--- config.mk ---
export PLATFORM = sky130hd
export DESIGN_NAME = apb_mst_bridge
export DESIGN_NICKNAME = d
export VERILOG_FILES = /design/src/rtl/apb_mst_bridge.sv
export SDC_FILE = /design/constraint.sdc
export NUM_CORES = 1
export LEC_CHECK = 0
export CAP_MARGIN = 20
export CORE_MARGIN = 2
export CORE_UTILIZATION = 37
export CTS_BUF_LIST = sky130_fd_sc_hd__clkbuf_4
export DETAILED_ROUTE_END_ITERATION = 8
export PLACE_DENSITY = 0.89
export SLEW_MARGIN = 5
export SYNTH_ARGS = -nofsm -noshare
export SYNTH_HDL_FRONTEND = slang
export SYNTH_SLANG_ARGS = --single-unit
--- constraint.sdc ---
create_clock -name sys_clk -period 1.8 [get_ports sys_clk]
set_input_delay 0.45 -clock sys_clk [delete_from_list [all_inputs] [get_ports sys_clk]]
set_output_delay 0.45 -clock sys_clk [all_outputs]
set_load 0.005 [all_outputs]
--- src/rtl/apb_mst_bridge.sv ---
// Single-outstanding APB initiator: valid/ready request/response in, APB2/APB3 transfers out.
// Optional wait-state abort is compiled in with `define APB_MST_TIMEOUT_EN.
module apb_mst_bridge #(
  parameter int ADDR_W         = 32,
  parameter int DATA_W         = 32,
  parameter int TIMEOUT_CYCLES = 16
) (
  input  logic              sys_clk,
  input  logic              rst_b,
  input  logic              req_valid,
  output logic              req_ready,
  input  logic              req_write,
  input  logic [ADDR_W-1:0] req_addr,
  input  logic [DATA_W-1:0] req_wdata,
  output logic              rsp_valid,
  input  logic              rsp_ready,
  output logic              rsp_write,
  output logic [DATA_W-1:0] rsp_rdata,
  output logic              rsp_err,
  output logic              mst_apb_psel,
  output logic              mst_apb_penable,
  output logic              mst_apb_pwrite,
  output logic [ADDR_W-1:0] mst_apb_paddr,
  output logic [DATA_W-1:0] mst_apb_pwdata,
  input  logic [DATA_W-1:0] apb_mst_prdata,
  input  logic              apb_mst_pready,
  output logic [1:0]        dbg_state
);

  // Handshakes: a request transfers on an edge where req_valid && req_ready;
  // a response transfers on an edge where rsp_valid && rsp_ready. Response
  // fields never change while rsp_valid is high and rsp_ready is low.

  typedef enum logic [1:0] {IDLE, SETUP, ACCESS, RESP} state_t;

  state_t state;

  if (TIMEOUT_CYCLES < 1 || TIMEOUT_CYCLES > 255) begin : g_bad_timeout
    $error("apb_mst_bridge: TIMEOUT_CYCLES must be in 1..255");
  end

`ifdef APB_MST_TIMEOUT_EN
  localparam logic [7:0] TMO_LAST = 8'(TIMEOUT_CYCLES - 1);
  logic [7:0] wait_cnt;
`endif

  assign req_ready = (state == IDLE);
  assign dbg_state = state;

  always_ff @(posedge sys_clk) begin
    if (!rst_b) begin
      state           <= IDLE;
      rsp_valid       <= 1'b0;
      rsp_write       <= 1'b0;
      rsp_rdata       <= '0;
      rsp_err         <= 1'b0;
      mst_apb_psel    <= 1'b0;
      mst_apb_penable <= 1'b0;
      mst_apb_pwrite  <= 1'b0;
      mst_apb_paddr   <= '0;
      mst_apb_pwdata  <= '0;
`ifdef APB_MST_TIMEOUT_EN
      wait_cnt        <= '0;
`endif
    end else begin
      case (state)
        IDLE: begin
          if (req_valid) begin
            rsp_write <= req_write;
            // Misaligned requests are answered locally without touching the bus.
            if (req_addr[1:0] != 2'b00) begin
              state     <= RESP;
              rsp_valid <= 1'b1;
              rsp_err   <= 1'b1;
              rsp_rdata <= '0;
            end else begin
              state           <= SETUP;
              mst_apb_psel    <= 1'b1;
              mst_apb_penable <= 1'b0;
              mst_apb_pwrite  <= req_write;
              mst_apb_paddr   <= req_addr;
              mst_apb_pwdata  <= req_wdata;
            end
          end
        end
        SETUP: begin
          state           <= ACCESS;
          mst_apb_penable <= 1'b1;
`ifdef APB_MST_TIMEOUT_EN
          wait_cnt        <= '0;
`endif
        end
        ACCESS: begin
          if (apb_mst_pready) begin
            state           <= RESP;
            mst_apb_psel    <= 1'b0;
            mst_apb_penable <= 1'b0;
            rsp_valid       <= 1'b1;
            rsp_err         <= 1'b0;
            rsp_rdata       <= mst_apb_pwrite ? '0 : apb_mst_prdata;
          end
`ifdef APB_MST_TIMEOUT_EN
          else if (wait_cnt == TMO_LAST) begin
            state           <= RESP;
            mst_apb_psel    <= 1'b0;
            mst_apb_penable <= 1'b0;
            rsp_valid       <= 1'b1;
            rsp_err         <= 1'b1;
            rsp_rdata       <= '0;
          end else begin
            wait_cnt <= wait_cnt + 8'd1;
          end
`endif
        end
        RESP: begin
          if (rsp_ready) begin
            state     <= IDLE;
            rsp_valid <= 1'b0;
          end
        end
        default: state <= IDLE;
      endcase
    end
  end

endmodule

==> key figures, run 1 <==
Timing
  – Final setup viols: 0
  – Clock Skews: 0.0260 ns
  – Hold Vio Cnt, Final: 0
  – Slew @ Worst Pin: 0.491 ns
  – Fmax: 0.567 GHz
  – Max-slew violation count: 0
  – Fin crit period: 1.76 ns
  – Fin crit share: 0.980
  – Worst slew margin: 0.673
  – Hold_ws: 0.311 ns

Setup path
  – CP max-delay cell: clkdlybuf4s50_1
  – CP peak stage delay: 0.50 ns
  – Crit path max-delay family: buffers and inverters
  – Max FO, Critical Path: 2
  – Crit path required time: 1.35 ns
  – Crit path capture type: output pin
  – Buf/Inv on CP: 1
  – Worst setup SP type: register
  – Critical path data arrival time: 1.31 ns
  – Crit Path Category: register to output pin
  – Crit-path cells: clkdlybuf4s50_1

Layout
  – Non-Filler Instances: 850
  – FILL cells: 837
  – Most frequent cells in the layout: nand2_1 (163), clkdlybuf4s50_1 (133), dfxtp_2 (94)
  – Layout cells sized above 1: 0.323
  – Ant diodes: 0
  – Most common cell after layout, fill and taps aside: nand2_1
  – Area Overhead vs Synth: 69.0%
  – Final #Nets: 814

CTS
  – CTS root buffer: clkbuf_4
  – Clock Sinks: 104
  – Clk Latency, worst-skew pair: 0.44 ns
  – Clock Tree Buf Depth: 2
  – Clock transition at path regs: 0.14 ns
  – CTS tree: built
  – H-tree depth: 3
  – Cts bufs inserted: 9

Pwr
  – LEAKAGE: 0.00356 uW
  – Peak supply drop: 0.565 mV
  – PD cells: 909 nW/um^2

Die
  – Ports: 207
  – Die ar.: 12000 sq um
  – Row cnt: 38
  – Die Wd: 110 um
  – Die H: 110 um
  – Core ar.: 10900 sq um
  – Initial core utilization: 0.380

Logic synthesis
  – Mapped Cells: 473
  – Post-Synth XOR/XNOR Area: 0
  – Synth Area in Compound Gates: 0.171
  – Synth top area share: 0.503
  – Seq/Total Area, Yosys: 0.503
  – Largest family of logic cells by synthesized area: simple AND/OR/NAND/NOR gates
  – Post-synthesis register bit count: 104
  – Unique masters post-synth: 30
  – Post-Synth Adder-Cell Area: 0.0181
  – Total number of yosys warnings: 0
  – Synthesized Nets: 581
  – Dominant cell type by area after synthesis: dfxtp_1
  – Mapped Area: 4140 sq um
  – Syn_area_per_cell: 8.75 sq um
  – Simple-Gate Fraction of Synth Area: 0.240
  – Top cells by area, synth: dfxtp_1 (50%), nand2_1 (15%), a21oi_1 (8.2%)
  – Post-synthesis mux area share: 0.00484

Hold path
  – Worst hold path type: primary input to register

GRT
  – First-pass GRT wire length: 17.6 mm
  – Number of global-route vias before repair: 3779
  – Largest net degree at the start of global routing: 70
  – Total GRT Usage: 0.185
  – GRT overflow: 0
  – Initial antenna violation count: 0

Run status
  – Outcome: complete, no violations

Drt
  – DRT iter0 DRCs: 257
  – Post-DR vias/cell: 4.86
  – Routed Antenna Nets: 0
  – Average wire per standard cell: 14.9 um
  – Total routed wirelength: 12.7 mm
  – Vias post-DR: 4128
  – DR pass1 iterations: 4
  – Detailed-route DRC error count: 0

Place
  – GPL Wtd Cong: 0.732
  – Hpwl dp: 8.64 mm
  – Post-Place Cells: 811
  – PortBufs: 206

Run
  – MaxCap Viol Count: 0
-- timing repair --
item                       CTS  global route
gates resized for setup     58           114
gates cloned                 0             2
hold buffers                 0             0
setup endpoints to repair   80            84
buffers inserted             6            16
pin swaps                    0             2
-- flip-flops by register name, indices dropped and copies added (netlist names) --
register,cells
mst_apb_pwrite,1
dbg_state,2
rsp_err,1
mst_apb_penable,1
rsp_write,1
rsp_valid,1
rsp_rdata,32
mst_apb_pwdata,32
mst_apb_psel,1
mst_apb_paddr,32
-- worst paths after layout --
check / start / end / slack (ns) / cells after the start
hold reg to reg: rsp_rdata[1] / rsp_rdata[1] / 0.46 / 2
hold / removal: rst_b / mst_apb_penable / 0.31 / 3
setup reg to reg: dbg_state[0] / mst_apb_paddr[3] / 0.06 / 9
setup / recovery: rsp_rdata[10] / rsp_rdata[10] / 0.04 / 1
-- final cells by class --
type | count | area [sq um] | area share
timing repair buffer | 257 | 2670 | 0.382
sequential | 104 | 2200 | 0.314
multi-input combinational | 329 | 1820 | 0.261
tap | 140 | 175 | 0.0250
clock buffer | 10 | 75.1 | 0.0107
clock inverter | 5 | 33.8 | 0.00483
inverter | 5 | 18.8 | 0.00268
-- report_power, final --
part | total, uW | internal [uW] | switching [uW]
registers | 2730 | 2590 | 141
clock network | 1040 | 294 | 742
logic | 2600 | 1290 | 1310
total | 6360 | 4170 | 2190
-- cell families (layout without fill, tap and decap cells) --
family                   count (synthesis)  after routing
flip-flops                             104            104
adder cells (fa/ha/maj)                  6              6
multiplexers                             2              2
AND/OR/NAND/NOR                        213            213
AO/OA/AOI/OAI                          108            108
buffers and inverters                   40            277
-- synth_stat cells, drive strengths merged --
cell type / count
clkbuf: 10
inv: 4
a21oi: 69
a211oi: 2
nand3: 34
ha: 6
nor2: 8
and3: 2
nor3: 2
or3b: 1
mux2i: 2
o21ai: 33
a221oi: 1
nand2: 164
clkinv: 1
a311oi: 2
dfxtp: 104
a211o: 1
and2b: 2
buf: 25
-- per-layer routing --
layer,global-route usage,vias up,part of all wire
met2,0.329,160,0.51
li1,-,2029,-
met3,0.0504,18,0.068
met1,0.215,1921,0.41
met4,0.0552,0,0.011
met5,0,-,0
-- stage by stage --
step                worst slack [ns]  instance area (sq um)  total power [uW]  setup TNS [ns]  utilization
floorplan                     0.0287                   4140              4120               0            -
global placement              -0.172                   6420              5150          -10.25        0.590
global route                 -0.0393                   7000              6740          -0.117        0.643
CTS                        0.0000288                   6620              6330               0        0.608
detailed placement            -0.214                   6420              5230          -14.05        0.590
finish                        0.0360                   7000              6360               0        0.643
Note: power is estimated with default switching activity, not from simulation.
==> inputs of run 2 (changes only) <==
--- a/config.mk
+++ b/config.mk
@@ -10,7 +10,8 @@
 export CORE_UTILIZATION = 37
 export CTS_BUF_LIST = sky130_fd_sc_hd__clkbuf_4
 export DETAILED_ROUTE_END_ITERATION = 8
-export PLACE_DENSITY = 0.89
+export MAX_ROUTING_LAYER = met4
+export PLACE_DENSITY = 0.87
 export SLEW_MARGIN = 5
 export SYNTH_ARGS = -nofsm -noshare
 export SYNTH_HDL_FRONTEND = slang
==> run 2 against run 1 <==
- first-iteration DRC count rose by 10%
- count of clock-buffer cells in the layout fell by 1
- cell count fell by 0.24%
- highest routed layer unchanged
- hold slack got worse by 0.021 ns
- critical path depth did not move
- combinational power fell by 3%
- critical endpoint is now rsp_rdata[19]
==> key figures, run 2 (same netlist as run 1, synthesis figures left out) <==
Timing
  – Final setup viols: 0 (unchanged)
  – Clock Skews: 0.0209 ns (was 0.0260 ns)
  – Hold Vio Cnt, Final: 0 (unchanged)
  – Final worst setup slack: 0.0349 ns (was 0.0360 ns)
  – Slew @ Worst Pin: 0.473 ns (was 0.491 ns)
  – Fin crit share: 0.981 (was 0.980)
  – Fmax: 0.567 GHz (about the same)
  – Fin Setup TNS: 0 ns (unchanged)
  – Max-slew violation count: 0 (unchanged)
  – Worst slew margin: 0.685 (was 0.673)
  – Fin crit period: 1.77 ns (was 1.76 ns)

Die
  – Ports: 207 (unchanged)
  – Die ar.: 12000 sq um (unchanged)
  – Core ar.: 10900 sq um (unchanged)
  – Initial core utilization: 0.380 (unchanged)
  – Die H: 110 um (unchanged)
  – Die Wd: 110 um (unchanged)
  – Row cnt: 38 (unchanged)

Drt
  – DRT iter0 DRCs: 283 (was 257)
  – Average wire per standard cell: 14.7 um (was 14.9 um)
  – Total routed wirelength: 12.4 mm (was 12.7 mm)
  – Post-DR vias/cell: 4.85 (was 4.86)
  – DR pass1 iterations: 5 (was 4)
  – Detailed-route DRC error count: 0 (unchanged)
  – Vias post-DR: 4117 (was 4128)
  – Routed Antenna Nets: 0 (unchanged)

GRT
  – Number of global-route vias before repair: 3802 (was 3779)
  – Largest net degree at the start of global routing: 58 (was 70)
  – Total GRT Usage: 0.189 (was 0.185)
  – First-pass GRT wire length: 17.4 mm (was 17.6 mm)
  – GRT overflow: 0 (unchanged)
  – Initial antenna violation count: 0 (unchanged)

Setup path
  – R2R depth: 7 (was 9)
  – Crit path required time: 1.35 ns (about the same)
  – Critical path data arrival time: 1.32 ns (was 1.31 ns)
  – Crit-path cells: clkdlybuf4s50_1 (unchanged)
  – R2R Path End: rsp_rdata[28] (was mst_apb_paddr[3])
  – CP peak stage delay: 0.50 ns (about the same)
  – Crit path max-delay family: buffers and inverters (unchanged)
  – Worst reg2reg startpoint: dbg_state[1] (was dbg_state[0])
  – Crit path capture type: output pin (unchanged)
  – Crit Path Category: register to output pin (unchanged)
  – Buf/Inv on CP: 1 (unchanged)
  – Max FO, Critical Path: 2 (unchanged)
  – CP max-delay cell: clkdlybuf4s50_1 (unchanged)
  – Worst setup SP type: register (unchanged)
  – R2R setup slack: 0.11 ns (was 0.06 ns)

Place
  – Hpwl dp: 8.70 mm (was 8.64 mm)
  – PortBufs: 206 (unchanged)
  – Post-Place Cells: 807 (was 811)
  – Placed cell area: 6390 sq um (was 6420 sq um)
  – Dpl ws: -0.256 ns (was -0.214 ns)
  – GPL Wtd Cong: 0.782 (was 0.732)

Run
  – MaxCap Viol Count: 0 (unchanged)

Run status
  – Outcome: complete, no violations (unchanged)

Layout
  – Most common cell after layout, fill and taps aside: nand2_1 (unchanged)
  – Top flop regs: mst_apb_paddr (32), mst_apb_pwdata (32), rsp_rdata (32) (unchanged)
  – Final #Nets: 811 (was 814)
  – Non-Filler Instances: 848 (was 850)
  – Post-route cell area: 7020 sq um (was 7000 sq um)
  – Area Overhead vs Synth: 69.6% (was 69.0%)
  – Most frequent cells in the layout: nand2_1 (163), clkdlybuf4s50_1 (121), dfxtp_2 (97) (was nand2_1 (163), clkdlybuf4s50_1 (133), dfxtp_2 (94))
  – Layout cells sized above 1: 0.326 (was 0.323)
  – Ant diodes: 0 (unchanged)

CTS
  – Clk Latency, worst-skew pair: 0.46 ns (was 0.44 ns)
  – Clock transition at path regs: 0.16 ns (was 0.14 ns)
  – Cts bufs inserted: 9 (unchanged)
  – H-tree depth: 3 (unchanged)
  – CTS root buffer: clkbuf_4 (unchanged)
  – Clock Sinks: 104 (unchanged)
  – Clock Tree Buf Depth: 2 (unchanged)
  – CTS tree: built (unchanged)

Hold path
  – Sink of the worst hold path: mst_apb_penable (unchanged)
  – Hold Crit Depth: 3 (unchanged)
  – Worst hold path type: primary input to register (unchanged)
  – HP Start: rst_b (unchanged)

Pwr
  – PD cells: 934 nW/um^2 (was 909 nW/um^2)
  – LEAKAGE: 0.00376 uW (was 0.00356 uW)
  – Tot Pwr: 6560 uW (was 6360 uW)
  – Peak supply drop: 0.681 mV (was 0.565 mV)
==> run 2: cell types whose count changed in the layout (fill, tap and decap cells not counted), sizes merged, moves of 3 or more <==
cell and delta:
clkbuf -4, inv +3, clkdlybuf4s50 -12, dlymetal6s2s +11, clkinv -3
==> run 2: area by class of cell <==
class,instances,area (sq um)
fillers,819,3870
repair buffers,254,2650
flip-flops and latches,104,2200
multi-input cells,329,1820
well taps,140,175
clock inverters,7,87.6
clock buffers,9,67.6
inverters,5,18.8
==> run 2: worst max path at each step <==
stage                                  from                end  slack (ns)  cells after the start
after floorplan                dbg_state[0]      rsp_rdata[23]        0.03                      8
after global placement          req_addr[0]      rsp_rdata[29]       -0.22                      6
after detailed placement        req_addr[0]      rsp_rdata[24]       -0.26                      6
after CTS                      rsp_rdata[6]       rsp_rdata[6]     0.00006                      1
after global routing      mst_apb_pwdata[9]  mst_apb_pwdata[9]       -0.01                      1
final                         rsp_rdata[19]      rsp_rdata[19]        0.03                      1
==> run 2: what timing repair did <==
action	in CTS	in global routing
buffers inserted	5	20
pin swaps	1	0
resized for setup	69	118
hold buffers	0	0
gates cloned	0	0
setup endpoints to repair	54	89
==> run 2: power by group <==
part | internal (uW) | switching (uW)
logic | 1250 | 1280
registers | 2590 | 139
clock network | 458 | 847
==> run 2: per-layer routing <==
metal,wire (um),vias to the layer above,global-route usage
li1,-,2021,-
met1,4990,1905,0.211
met2,6300,165,0.335
met3,900,26,0.0397
met4,257,0,0.0597
met5,0,-,-
==> run 2: metrics by stage <==
step                hold slack (ns)  utilization
global route                  0.299        0.645
finish                        0.290        0.645
detailed placement            0.446        0.587
CTS                           0.269        0.610
floorplan                     0.451            -
global placement              0.441        0.587
==> inputs of run 3 (changes only) <==
==> constraint.sdc (replaced) <==
create_clock -name sys_clk -period 1.47 [get_ports sys_clk]
set_input_delay 0.3675 -clock sys_clk [delete_from_list [all_inputs] [get_ports sys_clk]]
set_output_delay 0.3675 -clock sys_clk [all_outputs]
set_load 0.005 [all_outputs]
==> run 3 against run 2 <==
- the flow now finishes with violations (setup timing)
- wire length increased by 33%
- non-clock buffer count grew 55
- hold slack got worse by 0.085 ns
- die area stayed put
- critical path type is now register to register
- critical endpoint is now rsp_rdata[8]
- largest cell class unchanged
==> key figures, run 3 (same netlist as run 1, synthesis figures left out) <==
Run status
  – Outcome: finished with violations (was complete, no violations)
  – Failing checks: setup timing

CTS
  – Cts bufs inserted: 9 (unchanged)
  – Clock Sinks: 104 (unchanged)
  – CTS root buffer: clkbuf_4 (unchanged)
  – CTS tree: built (unchanged)
  – Clock transition at path regs: 0.17 ns (was 0.16 ns)
  – Hold-fix buffers, CTS: 0 (unchanged)
  – Clk Latency, worst-skew pair: 0.46 ns (about the same)
  – H-tree depth: 3 (unchanged)
  – Clock Tree Buf Depth: 2 (unchanged)

Setup path
  – Crit-path cells: buf_6 > buf_6 > ha_4 > buf_4 > nor2_2 > a211o_4 > buf_12 > clkbuf_16 > nand3_2 > o21ai_2 (was clkdlybuf4s50_1)
  – CP peak stage delay: 0.38 ns (was 0.50 ns)
  – Critical path data arrival time: 2.16 ns (was 1.32 ns)
  – CP most frequent cell: buf_6
  – CP max-delay cell: dfxtp_4 (was clkdlybuf4s50_1)
  – Max FO, Critical Path: 5 (was 2)
  – Worst setup SP type: register (unchanged)
  – Crit Path Category: register to register (was register to output pin)
  – Crit path capture type: register (was output pin)
  – Crit path required time: 1.85 ns (was 1.35 ns)

Timing
  – Fin crit share: 1.21
  – Fin crit period: 1.78 ns
  – Final worst setup slack: -0.314 ns (was 0.0349 ns)
  – Clock Skews: 0.0275 ns (was 0.0209 ns)
  – Fmax: 0.560 GHz
  – Worst slew margin: 0.657 (was 0.685)
  – Hold Vio Cnt, Final: 0 (unchanged)
  – Slew @ Worst Pin: 0.515 ns (was 0.473 ns)
  – Fin Setup TNS: -24.36 ns (was 0 ns)
  – RSZ-0062 raised after global routing: true
  – Final setup viols: 104 (was 0)
  – Hold_ws: 0.205 ns (was 0.290 ns)
  – Max-slew violation count: 0 (unchanged)

Die
  – Row cnt: 38 (unchanged)
  – Die H: 110 um (unchanged)
  – Initial core utilization: 0.380 (unchanged)
  – Die ar.: 12000 sq um (unchanged)
  – Core ar.: 10900 sq um (unchanged)
  – Die Wd: 110 um (unchanged)
  – Ports: 207 (unchanged)

GRT
  – Largest net degree at the start of global routing: 39 (was 58)
  – Total GRT Usage: 0.229 (was 0.189)
  – First-pass GRT wire length: 20.6 mm (was 17.4 mm)
  – Number of global-route vias before repair: 4338 (was 3802)
  – Initial antenna violation count: 0 (unchanged)
  – GRT overflow: 0 (unchanged)

Drt
  – Routed Antenna Nets: 0 (unchanged)
  – Vias post-DR: 4626 (was 4117)
  – Post-DR vias/cell: 5.12 (was 4.85)
  – Total routed wirelength: 16.5 mm (was 12.4 mm)
  – Detailed-route DRC error count: 0 (unchanged)
  – Average wire per standard cell: 18.3 um (was 14.7 um)
  – DRT iter0 DRCs: 294 (was 283)
  – DR pass1 iterations: 4 (was 5)

Pwr
  – Peak supply drop: 1.20 mV (was 0.681 mV)
  – PD cells: 1280 nW/um^2 (was 934 nW/um^2)
  – LEAKAGE: 0.00335 uW (was 0.00376 uW)

Layout
  – Final #Nets: 866 (was 811)
  – Most frequent cells in the layout: nand2_1 (128), dfxtp_2 (101), clkdlybuf4s50_1 (100) (was nand2_1 (163), clkdlybuf4s50_1 (121), dfxtp_2 (97))
  – Layout cells sized above 1: 0.516 (was 0.326)
  – FILL cells: 687 (was 819)
  – Non-Filler Instances: 903 (was 848)
  – Post-route cell area: 8190 sq um (was 7020 sq um)
  – Most common cell after layout, fill and taps aside: nand2_1 (unchanged)
  – Area Overhead vs Synth: 97.9% (was 69.6%)
  – Top flop regs: mst_apb_paddr (32), mst_apb_pwdata (32), rsp_rdata (32) (unchanged)

Place
  – PortBufs: 206 (unchanged)
  – Post-Place Cells: 810 (was 807)
  – Hpwl dp: 8.69 mm (was 8.70 mm)
  – Placed cell area: 6490 sq um (was 6390 sq um)
  – GPL Wtd Cong: 0.851 (was 0.782)
  – Dpl ws: -0.511 ns (was -0.256 ns)

Run
  – MaxCap Viol Count: 0 (unchanged)

Hold path
  – Worst hold path type: primary input to register (unchanged)
-- run 3: cell types whose count changed in the layout (fill, tap and decap cells not counted), moves of 25 or more --
cell,delta
nand2_1,-35
nand2_4,+25
a21oi_1,-50
a21oi_2,+49
dlymetal6s2s_1,-66
clkdlybuf4s15_1,+73
-- run 3: final cells by class --
class	instances	area, sq um	share of cell area
timing repair buffer	309	3240	0.396
multi-input combinational	329	2370	0.289
sequential	104	2220	0.271
tap	140	175	0.0214
clock inverter	6	85.1	0.0104
clock buffer	9	67.6	0.00825
inverter	5	28.8	0.00351
antenna	1	2.50	0.000306
-- run 3: per-layer routing --
| layer | up-vias | GRT usage | share of wire |
|---|---|---|---|
| met5 | - | - | 0 |
| li1 | 2138 | - | - |
| met3 | 54 | 0.0439 | 0.045 |
| met4 | 0 | 0.0986 | 0.037 |
| met2 | 182 | 0.414 | 0.54 |
| met1 | 2252 | 0.244 | 0.38 |
-- run 3: worst max-delay path: cells and delay by family, from the launching register on --
family,cells,cell delay [ns]
simple gates,2,0.11
buf+inv,5,0.66
compound gates,2,0.42
flops,1,0.38
fa+ha+maj,1,0.13
-- run 3: metrics by stage --
| step | utilization | total power [uW] |
|---|---|---|
| 3_5_place_dp | 0.596 | 6470 |
| 6_report | 0.752 | 10500 |
| 2_1_floorplan | - | 5250 |
| 4_1_cts | 0.668 | 9400 |
| 3_3_place_gp | 0.596 | 6360 |
| 5_1_grt | 0.752 | 10900 |
-- run 3: what timing repair did --
item | 4_1_cts | 5_1_grt
endpoints found under the setup margin | 203 | 178
pin swaps | 12 | 59
gates resized for setup | 246 | 211
gates cloned | 6 | 9
setup buffers | 45 | 19
-- run 3: path summary, 6_finish.rpt --
check	slack, ns	end	cells after the start	from
max	-0.31	rsp_rdata[8]	10	dbg_state[1]
min	0.21	mst_apb_penable	3	rst_b
max reg2reg	-0.31	rsp_rdata[8]	10	dbg_state[1]
min reg2reg	0.46	mst_apb_pwdata[13]	2	mst_apb_pwdata[13]
-- run 3: power by group --
| group | leakage, uW | switching (uW) | internal [uW] |
|---|---|---|---|
| Combinational | 0.00238 | 2470 | 3030 |
| Clock | 0.0000794 | 990 | 676 |
| Sequential | 0.000893 | 176 | 3180 |
